--- config.mk ---
export PLATFORM = sky130hd
export DESIGN_NAME = ir_packet_scheduler
export DESIGN_NICKNAME = d
export VERILOG_FILES = /design/src/rtl/ir_packet_scheduler_pkg.sv /design/src/rtl/ir_packet_scheduler.sv
export SDC_FILE = /design/constraint.sdc
export NUM_CORES = 1
export LEC_CHECK = 0
export CAP_MARGIN = 30
export CORE_AREA = 8 8 99 101
export DETAILED_ROUTE_END_ITERATION = 10
export DIE_AREA = 0 0 107 109
export GPL_TIMING_DRIVEN = 1
export PLACE_DENSITY = 0.6
export SYNTH_ARGS = -nofsm -noshare
export SYNTH_HDL_FRONTEND = slang
export SYNTH_SLANG_ARGS = --single-unit
--- constraint.sdc ---
create_clock -name CLK -period 7.3 [get_ports CLK]
set_clock_uncertainty 0.15 [all_clocks]
set_input_delay 1.825 -clock CLK [delete_from_list [all_inputs] [get_ports CLK]]
set_output_delay 1.825 -clock CLK [all_outputs]
set_load 0.005 [all_outputs]
--- src/rtl/ir_packet_scheduler_pkg.sv ---
// Shared encodings for the IR packet scheduler: FSM states, register offsets
// and control-register bit positions.
package ir_packet_scheduler_pkg;

    typedef enum logic [1:0] {
        StIdle = 2'd0,
        StSend = 2'd1,
        StHold = 2'd2,
        StWait = 2'd3
    } state_e;

    localparam logic [7:0] RegCmdOffset  = 8'd0;
    localparam logic [7:0] RegCtrlOffset = 8'd1;

    localparam int unsigned CtrlEnableBit  = 0;
    localparam int unsigned CtrlOneshotBit = 1;
    localparam int unsigned CtrlCarSelLsb  = 2;

    localparam int unsigned PeriodCntWidth = 23;
    localparam int unsigned HoldCntWidth   = 20;

endpackage

--- src/rtl/ir_packet_scheduler.sv ---
// Schedules IR packet transmissions: bus-written command/car shadows are latched
// into the active outputs on each send, either periodically or as one-shots.
module ir_packet_scheduler
    import ir_packet_scheduler_pkg::*;
#(
    parameter logic [7:0]  BaseAddr     = 8'h90,
    parameter int unsigned PacketPeriod = 5_000_000,
    parameter int unsigned HoldCycles   = 700_000
) (
    input  logic       CLK,
    input  logic       RST,
    input  logic [7:0] BUS_ADDR,
    input  logic [7:0] BUS_DATA,
    input  logic       BUS_WE,
    output logic       SEND_PACKET,
    output logic [3:0] COMMAND,
    output logic [1:0] CAR_SEL,
    output logic       BUSY
);

    localparam logic [7:0] CmdAddr  = BaseAddr + RegCmdOffset;
    localparam logic [7:0] CtrlAddr = BaseAddr + RegCtrlOffset;
    localparam logic [PeriodCntWidth-1:0] PeriodLast = PeriodCntWidth'(PacketPeriod - 1);
    localparam logic [HoldCntWidth-1:0]   HoldLast   = HoldCntWidth'(HoldCycles - 1);

    state_e                    state_q, state_d;
    logic [3:0]                cmd_shadow_q, cmd_shadow_d;
    logic [1:0]                car_shadow_q, car_shadow_d;
    logic                      enable_q, enable_d;
    logic                      oneshot_q, oneshot_d;
    logic [3:0]                command_q, command_d;
    logic [1:0]                car_sel_q, car_sel_d;
    logic [PeriodCntWidth-1:0] period_cnt_q, period_cnt_d;
    logic [HoldCntWidth-1:0]   hold_cnt_q, hold_cnt_d;

    logic cmd_wr, ctrl_wr, enter_send;

    logic unused_bus_data;
    assign unused_bus_data = ^BUS_DATA[7:4];

    assign cmd_wr  = BUS_WE && (BUS_ADDR == CmdAddr);
    assign ctrl_wr = BUS_WE && (BUS_ADDR == CtrlAddr);

    always_comb begin
        state_d = state_q;
        unique case (state_q)
            StIdle: if (enable_q || oneshot_q) state_d = StSend;
            StSend: state_d = StHold;
            StHold: if (hold_cnt_q == HoldLast) state_d = enable_q ? StWait : StIdle;
            // A pending one-shot waits for the regular slot rather than jumping ahead.
            StWait: begin
                if (!enable_q) begin
                    state_d = StIdle;
                end else if (period_cnt_q == PeriodLast) begin
                    state_d = StSend;
                end
            end
            default: state_d = StIdle;
        endcase
    end

    assign enter_send = (state_d == StSend);

    always_comb begin
        cmd_shadow_d = cmd_shadow_q;
        car_shadow_d = car_shadow_q;
        enable_d     = enable_q;
        oneshot_d    = oneshot_q;
        command_d    = command_q;
        car_sel_d    = car_sel_q;
        period_cnt_d = period_cnt_q + 1'b1;
        hold_cnt_d   = hold_cnt_q;

        if (cmd_wr) begin
            cmd_shadow_d = BUS_DATA[3:0];
        end
        if (ctrl_wr) begin
            enable_d     = BUS_DATA[CtrlEnableBit];
            car_shadow_d = BUS_DATA[CtrlCarSelLsb +: 2];
        end

        // Outputs take the registered shadows, so a same-edge write lands in the next packet.
        if (enter_send) begin
            command_d    = cmd_shadow_q;
            car_sel_d    = car_shadow_q;
            oneshot_d    = 1'b0;
            period_cnt_d = '0;
            hold_cnt_d   = '0;
        end else begin
            if (state_d == StIdle) period_cnt_d = '0;
            if (state_q == StHold) hold_cnt_d = hold_cnt_q + 1'b1;
        end

        if (ctrl_wr && BUS_DATA[CtrlOneshotBit]) begin
            oneshot_d = 1'b1;
        end
    end

    always_ff @(posedge CLK) begin
        if (RST) begin
            state_q      <= StIdle;
            cmd_shadow_q <= '0;
            car_shadow_q <= '0;
            enable_q     <= 1'b0;
            oneshot_q    <= 1'b0;
            command_q    <= '0;
            car_sel_q    <= '0;
            period_cnt_q <= '0;
            hold_cnt_q   <= '0;
        end else begin
            state_q      <= state_d;
            cmd_shadow_q <= cmd_shadow_d;
            car_shadow_q <= car_shadow_d;
            enable_q     <= enable_d;
            oneshot_q    <= oneshot_d;
            command_q    <= command_d;
            car_sel_q    <= car_sel_d;
            period_cnt_q <= period_cnt_d;
            hold_cnt_q   <= hold_cnt_d;
        end
    end

    assign SEND_PACKET = (state_q == StSend);
    assign BUSY        = (state_q == StSend) || (state_q == StHold);
    assign COMMAND     = command_q;
    assign CAR_SEL     = car_sel_q;

endmodule

Word level (Yosys, flattened, before mapping)
Index checks and enable logic that the tools add are counted.

Reduce and logical (&&, ||, !) cells: 10. Eq/ne operators: 8. Muxes and demuxes: 8. $add $sub $neg: 2.

Operators by type and width (count): $add A23 B1 Y23 const B (1); $eq A23 B23 Y1 const B (1); $add A20 B1 Y20 const B (1); $eq A20 B20 Y1 const B (1); $eq A8 B8 Y1 const B (2); $mux W2 (5); $pmux W2 S4 (1); $eq A2 B1 Y1 const B (2); $eq A2 B2 Y1 const B (2); $logic_not A2 Y1 (2); $logic_and A1 B1 Y1 (3); $reduce_or A3 Y1 (1); $logic_or A1 B1 Y1 (2); $mux W1 (2); $reduce_bool A2 Y1 (1); $reduce_or A2 Y1 (1).

Register bits after elaboration: 59. Output and inout port bits: 8. Input bits: 19.

Longest topological paths before layout
Gate-level depths: netlist (run 1).

Word-level depth: 7. Gate-level depth with buffers: 11.

Worst setup path after synthesis (run 1)
No wires, ideal clock.

Path kind: input to register. From: input port BUS_ADDR[1]. To: register cmd_shadow_q[0]. Setup slack: 4.278 ns. Buffers on the path: 0. Data required time: 7.020 ns. Library setup time: 0.130 ns. Cell stages on the path: 5. Arrival time: 2.742 ns. Cell sequence: nor4_1 -> nand3_1 -> nor2_1 -> mux2i_1 -> nor2_1.

Longest elaborated chain between the ends: 2.

Ends and longest elaborated chain: start: declaration (line ir_packet_scheduler.sv:12) `input logic [7:0] BUS_ADDR,`; $eq A8 B8 Y1 (line ir_packet_scheduler.sv:41) `assign cmd_wr = BUS_WE && (BUS_ADDR == CmdAddr);`; $logic_and A1 B1 Y1 (line ir_packet_scheduler.sv:41); end signal: assignment (line ir_packet_scheduler.sv:112) `cmd_shadow_q <= cmd_shadow_d;`; end: declaration (line ir_packet_scheduler.sv:27) `logic [3:0] cmd_shadow_q, cmd_shadow_d;`.

No other way between the ends. A chain may end at the register's enable or synchronous reset.

Final worst setup path (run 1)
From: register state_q[0]. To: output port BUSY.

Longest elaborated chain between the ends: 2. Elaborated cells on any way between the ends: 3. Those cells by class: eq/ne (2); reduce/logical (1).

Ends and longest elaborated chain: start: declaration (line ir_packet_scheduler.sv:26) `state_e state_q, state_d;`; start signal: assignment (line ir_packet_scheduler.sv:101) `state_q <= StIdle;`; start signal: assignment (line ir_packet_scheduler.sv:111) `state_q <= state_d;`; $eq A2 B1 Y1 or $eq A2 B2 Y1 (tied branches) (line ir_packet_scheduler.sv:124) `assign BUSY = (state_q == StSend) || (state_q == StHold);`; $logic_or A1 B1 Y1 (*) (line ir_packet_scheduler.sv:124); end: declaration (line ir_packet_scheduler.sv:18) `output logic BUSY`.

Mark *: on every way between the ends. The rest lies on a longest branch, timed or not.

==> results of run 1 <==
-- worst reg2reg max path: stages (launching register included) --
cell	delay [ps]
dfxtp_1	380
ha_1	250
nand2_1	70
or3_1	400
nor2_1	130
mux2_2	380
a21oi_4	760
o21ai_0	230
-- power by group through the flow --
stage	sequential (mW)	clock [mW]	combinational, mW
final	0.322	0.339	0.0146
after global routing	0.322	0.360	0.0158
after CTS	0.322	0.350	0.0147
after detailed placement	0.329	0	0.0146
after global placement	0.329	0	0.0146
after floorplan	0.329	0	0.00540
-- per-layer routing --
layer / vias up / track usage / share of wire
li1: 1114 / - / -
met1: 1021 / 0.125 / 0.50
met2: 23 / 0.161 / 0.44
met3: 11 / 0.0349 / 0.033
met4: 0 / 0.0613 / 0.025
met5: - / 0 / 0
-- area by class of cell --
cell class              count  area, um^2
clock buffers              12         155
clock inverters             4        72.6
multi-input cells         237        1550
repair buffers             23         228
flip-flops and latches     59        1180
well taps                 108         135
inverters                   7        26.3
fillers                   850        5030
-- cells in the final DEF, fill, tap and decap left out, drive strengths merged, types with 3 or more instances in the layout --
master	count
nor3	23
nand2b	14
xor2	24
clkbuf	12
clkdlybuf4s50	22
nor4	4
dfxtp	59
xnor2	16
nand3	17
nand2	23
inv	7
ha	6
nor2	49
mux2i	14
o21ai	6
nor4b	3
and3	9
nand4b	3
nand4	9
-- registers in the layout, indices dropped and copies added (netlist names) --
name,cells
COMMAND,4
period_cnt_q,23
state_q,2
cmd_shadow_q,4
oneshot_q,1
car_shadow_q,2
hold_cnt_q,20
CAR_SEL,2
enable_q,1
-- path summary, 6_finish.rpt --
path / end / slack, ps / cells past startpoint
max: BUSY / 3680 / 3
min: period_cnt_q[0] / 320 / 1
max reg2reg: oneshot_q / 4400 / 7
min reg2reg: period_cnt_q[0] / 320 / 1
-- cells in the mapped netlist, types with 4 or more instances --
cell type | n | area share
dfxtp_1 | 59 | 0.42
nor2_1 | 49 | 0.065
xor2_1 | 24 | 0.075
nand2_1 | 23 | 0.031
nand3_1 | 16 | 0.028
xnor2_1 | 16 | 0.050
mux2i_1 | 14 | 0.050
nand2b_1 | 14 | 0.031
nor3_1 | 13 | 0.023
nor3_2 | 10 | 0.036
and3_1 | 9 | 0.020
nand4_1 | 8 | 0.018
inv_1 | 7 | 0.0093
ha_1 | 6 | 0.027
clkbuf_1 | 5 | 0.0067
nor4_1 | 4 | 0.0089
o21ai_0 | 4 | 0.0071
-- cell families (layout without fill, tap and decap cells) --
group,count (synthesis),count (layout),synth area share
AOI/OAI and AO/OA,10,10,0.0244
xor gates and xnor gates,40,40,0.124
adders and majority gates,6,6,0.0266
buffers and inverters,17,46,0.0306
DFF,59,59,0.419
muxes,15,15,0.0537
and+or+nand+nor,166,166,0.321
==> summary.txt, run 1 <==
Die
  – Die ar.: 0.0117 mm^2
  – I/O pin count: 27
  – Horiz. Die Dim: 107 um
  – FP Rows: 34
  – Initial Util: 0.336
  – Core area: 0.00838 mm^2
  – Chip Height: between 100 and 150 um

CTS
  – Longest Clk Path Bufs: 2
  – Post-CTS Hold Buffers: 0
  – Worst-Skew Late Latency: 340 ps
  – Post-CTS resize count: 0
  – Clock-pin slew on the worst setup and hold paths: roughly 70 ps
  – CTS tree: built
  – CTS Sinks: 59
  – H-tree depth: 3
  – Post-CTS setup buffers: 0
  – Clock buffer count from CTS: 9
  – Root Driver: clkbuf_8

Pwr
  – Leak: 1.08 nW
  – Sw Share: 0.199
  – Maximum vdd ir drop: 90.1 uV
  – NetSw: 0.134 mW
  – Power share of the clock group: 0.502
  – Comb power frac: 0.022
  – Sequential power share: 0.477
  – Total power: 0.675 mW
  – Internal: roughly 0.54 mW
  – PwrDens: between 200 and 250 mW/mm^2

Global routing
  – Vias in the first global route: 2153
  – Largest net degree at the start of global routing: 44
  – Grt total ovfl: 0
  – Initial antenna violation count: 0
  – Global-route wire length before repair: slightly below 10000 um
  – Total track usage: 0.105

Cells and area
  – Cell area after layout: between 0.003 and 0.004 mm^2
  – Antenna diodes: 0
  – Fin cells: 450
  – Final Core Density: 0.400
  – Final net count: 362
  – Layout area overhead: 18.8%
  – Layout cell share with drive strength beyond 1: 0.0936

Worst setup path
  – Buffers & Inverters on Critical Path: 2
  – Critical path type: reg -> out
  – Critical Path RT: 5330 ps
  – Crit path from: state_q[0]
  – CP endpoint kind: primary output
  – Slowest cell on crit path: clkdlybuf4s50_1
  – Startpoint types: flop
  – Largest stage delay on the critical path: 500 ps
  – CP Data Arrival Time: roughly 1600 ps
  – CP Max Fanout: 6
  – Critical Path, Cell by Cell: inv_1, ha_1, clkdlybuf4s50_1
  – Top delay family on crit path: buffers and inverters
  – RR Startpoint: hold_cnt_q[0]

Logic synthesis
  – Ys flop type: dfxtp_1
  – Post-Syn Area: between 0.002 and 0.003 mm^2
  – Sequential area share after synthesis: 0.419
  – Synthesized flop and latch total: 59
  – Synth warn: 0
  – Syn Area/Cell: 9.01 um^2
  – Distinct cell type count after synthesis: 40
  – Post-synth EDFFs: 0
  – Syn Nets: 338
  – Gate count of the mapped netlist: 313
  – Post-synth ARST share: 0

Min path
  – Worst Hold Class: reg -> reg
  – Hold Path Origin: period_cnt_q[0]

Routing
  – 1st-iter DRT viols: 123
  – WL/cell: 12.2 um
  – DRC violations left: 0
  – Via Count: 2169
  – Via-to-Cell Ratio: 4.82
  – Post-route ant nets: 0
  – Total Wirelength: between 5000 and 6000 um
  – Drt first pass iters: 4

Timing
  – Slew headroom: 0.360
  – Fin crit period: 3620 ps
  – Final hold slack: 316 ps
  – Setup ws final: 3680 ps
  – Max frequency: 0.276 GHz
  – Total Neg Setup Slack: 0 ps
  – Final hold vios: 0
  – Max-slew violation count: 0
  – Worst Tran Pin Value: 958 ps
  – Setup-failing EPs final: 0
  – RSZ-0062 raised after global routing: false
  – Fin crit share: 0.496

Placed design
  – Placed cell areas: 0.00312 mm^2
  – Pre-CTS setup slack: between 3000 and 4000 ps
  – I/O Buffers: 22
  – HPWL after detailed placement: 3690 um
  – GPL Wtd Cong: approximately 0.79
  – Inst Count DP: 434

Outcome
  – Status: complete, no violations

Run
  – Max cap viols: 0
Power figures use the tool's default switching activity.
==> inputs of run 2 (changes only) <==
Clock period 7.3 ns to 3.65 ns, I/O delays scaled along.
==> summary.txt, run 2 (synthesis gave the netlist of run 1 again) <==
Placed design
  – GPL Wtd Cong: 0.769
  – HPWL after detailed placement: 3760 um
  – I/O Buffers: 22
  – Inst Count DP: roughly 440

Routing
  – 1st-iter DRT viols: 81
  – Via Count: 2160
  – Via-to-Cell Ratio: 4.78
  – Total Wirelength: 5440 um
  – DRC violations left: 0
  – Post-route ant nets: 0
  – WL/cell: 12.0 um
  – Drt first pass iters: 4

Global routing
  – Vias in the first global route: 2181
  – Global-route wire length before repair: about 9900 um
  – Largest net degree at the start of global routing: 25
  – Grt total ovfl: 0
  – Total track usage: 0.106
  – Initial antenna violation count: 0

Worst setup path
  – Worst reg2reg endpoint: COMMAND[1]
  – CP Max Fanout: 6
  – Startpoint types: flop
  – CP endpoint kind: primary output
  – Critical path type: reg -> out
  – Worst R2R Path Depth: 8
  – RR Startpoint: hold_cnt_q[0]
  – Critical Path RT: 2590 ps
  – CP Data Arrival Time: 1660 ps
  – FF-to-FF setup slack: roughly 1000 ps

CTS
  – Worst-Skew Late Latency: 330 ps
  – Root Driver: clkbuf_8
  – CTS Sinks: 59
  – Post-CTS Hold Buffers: 0
  – Post-CTS setup buffers: 0
  – Clock-pin slew on the worst setup and hold paths: around 60 ps
  – Clock buffer count from CTS: 9
  – Longest Clk Path Bufs: 2
  – H-tree depth: 3
  – CTS tree: built
  – Post-CTS resize count: 0

Run
  – Max cap viols: 0

Pwr
  – NetSw: 0.259 mW
  – Sw Share: 0.213
  – Internal: 0.958 mW
  – Comb power frac: 0.025
  – Leak: 1.07 nW
  – PwrDens: around 370 mW/mm^2
  – Power share of the clock group: 0.447
  – Maximum vdd ir drop: 185 uV
  – Sequential power share: 0.529

Cells and area
  – Largest Register: period_cnt_q
  – Biggest regs: period_cnt_q (23), hold_cnt_q (20)
  – Max reg flops: 23
  – Layout area overhead: 17.9%
  – Fin cells: 452
  – Antenna diodes: 0
  – Layout fillers: 834
  – Commonest cells after routing, fill and taps aside: 59 x dfxtp_1, 49 x nor2_1, 24 x xor2_1, 23 x nand2_1, 22 x clkdlybuf4s50_1
  – Commonest non-fill, non-tap cell in the layout: dfxtp_1
  – Layout cell share with drive strength beyond 1: 0.0988
  – Area of the multi-input gates: about 0.0016 mm^2
  – Final Core Density: 0.397
  – Final net count: between 300 and 400
  – FF+latch area: 0.00118 mm^2

Timing
  – Final hold slack: 320 ps
  – RSZ-0062 raised after global routing: false
  – Fin crit period: about 2700 ps
  – Slew headroom: 0.665
  – Final hold vios: 0
  – Fin crit share: 0.746
  – Total Neg Setup Slack: 0 ps
  – Max-slew violation count: 0
  – Setup-failing EPs final: 0
  – Max frequency: 0.367 GHz
  – Worst Tran Pin Value: 498 ps

Die
  – Horiz. Die Dim: 107 um
  – Core area: 0.00838 mm^2
  – Initial Util: 0.336
  – Die ar.: 0.0117 mm^2
  – Chip Height: 109 um
  – I/O pin count: 27
  – FP Rows: 34

Min path
  – Hold path endpoint: period_cnt_q[0]
  – Worst Hold Path Cells: 1
  – Hold Path Origin: period_cnt_q[0]
  – Worst Hold Class: reg -> reg

Outcome
  – Status: complete, no violations
==> run 2: cell types whose count changed in the layout (fill, tap and decap cells not counted) <==
cell	previous run	this run
clkinvlp_4	1	0
clkbuf_8	11	12
buf_4	1	4
bufinv_16	2	0
clkinv_2	1	2
==> run 2: cell type report <==
type	count	share of cell area
repair buffers	26	0.0753
clock inverters	2	0.00301
inverters	7	0.00791
multi-input cells	237	0.467
clock buffers	13	0.0508
well taps	108	0.0407
flip-flops and latches	59	0.355
==> run 2: worst max-delay path, cell delays in order (launching register included) <==
cell and delay [ps]:
dfxtp_1 440, inv_1 100, ha_1 290, clkdlybuf4s50_1 500
==> run 2: per-stage QoR <==
| stage | worst slack (ps) | area (um^2) | total power, mW |
|---|---|---|---|
| after floorplan | 1350 | 2820 | 0.669 |
| after global placement | 960 | 3140 | 0.688 |
| after detailed placement | 972 | 3140 | 0.688 |
| after CTS | 913 | 3320 | 1.24 |
| after global routing | 814 | 3320 | 1.27 |
| final | 925 | 3320 | 1.22 |
==> run 2: worst max path at each step <==
stage,end,start,slack (ps)
2_1_floorplan,hold_cnt_q[10],hold_cnt_q[0],1350
3_3_place_gp,cmd_shadow_q[2],BUS_ADDR[1],960
3_5_place_dp,cmd_shadow_q[2],BUS_ADDR[1],970
4_1_cts,BUSY,state_q[0],910
5_1_grt,BUSY,state_q[0],810
6_report,BUSY,state_q[0],930
==> run 2: power groups by stage <==
| stage | Clock, mW | Combinational (mW) | Sequential, mW |
|---|---|---|---|
| detailed placement | 0 | 0.0300 | 0.658 |
| finish | 0.544 | 0.0299 | 0.644 |
| global placement | 0 | 0.0299 | 0.658 |
| CTS | 0.563 | 0.0300 | 0.644 |
| global route | 0.592 | 0.0324 | 0.643 |
| floorplan | 0 | 0.0108 | 0.658 |
==> run 2: per-layer routing <==
layer	share of wire	vias to the layer above	global-route usage
li1	-	1119	-
met1	0.51	1005	0.132
met2	0.44	25	0.161
met3	0.030	11	0.0266
met4	0.026	0	0.0663
met5	0	-	0
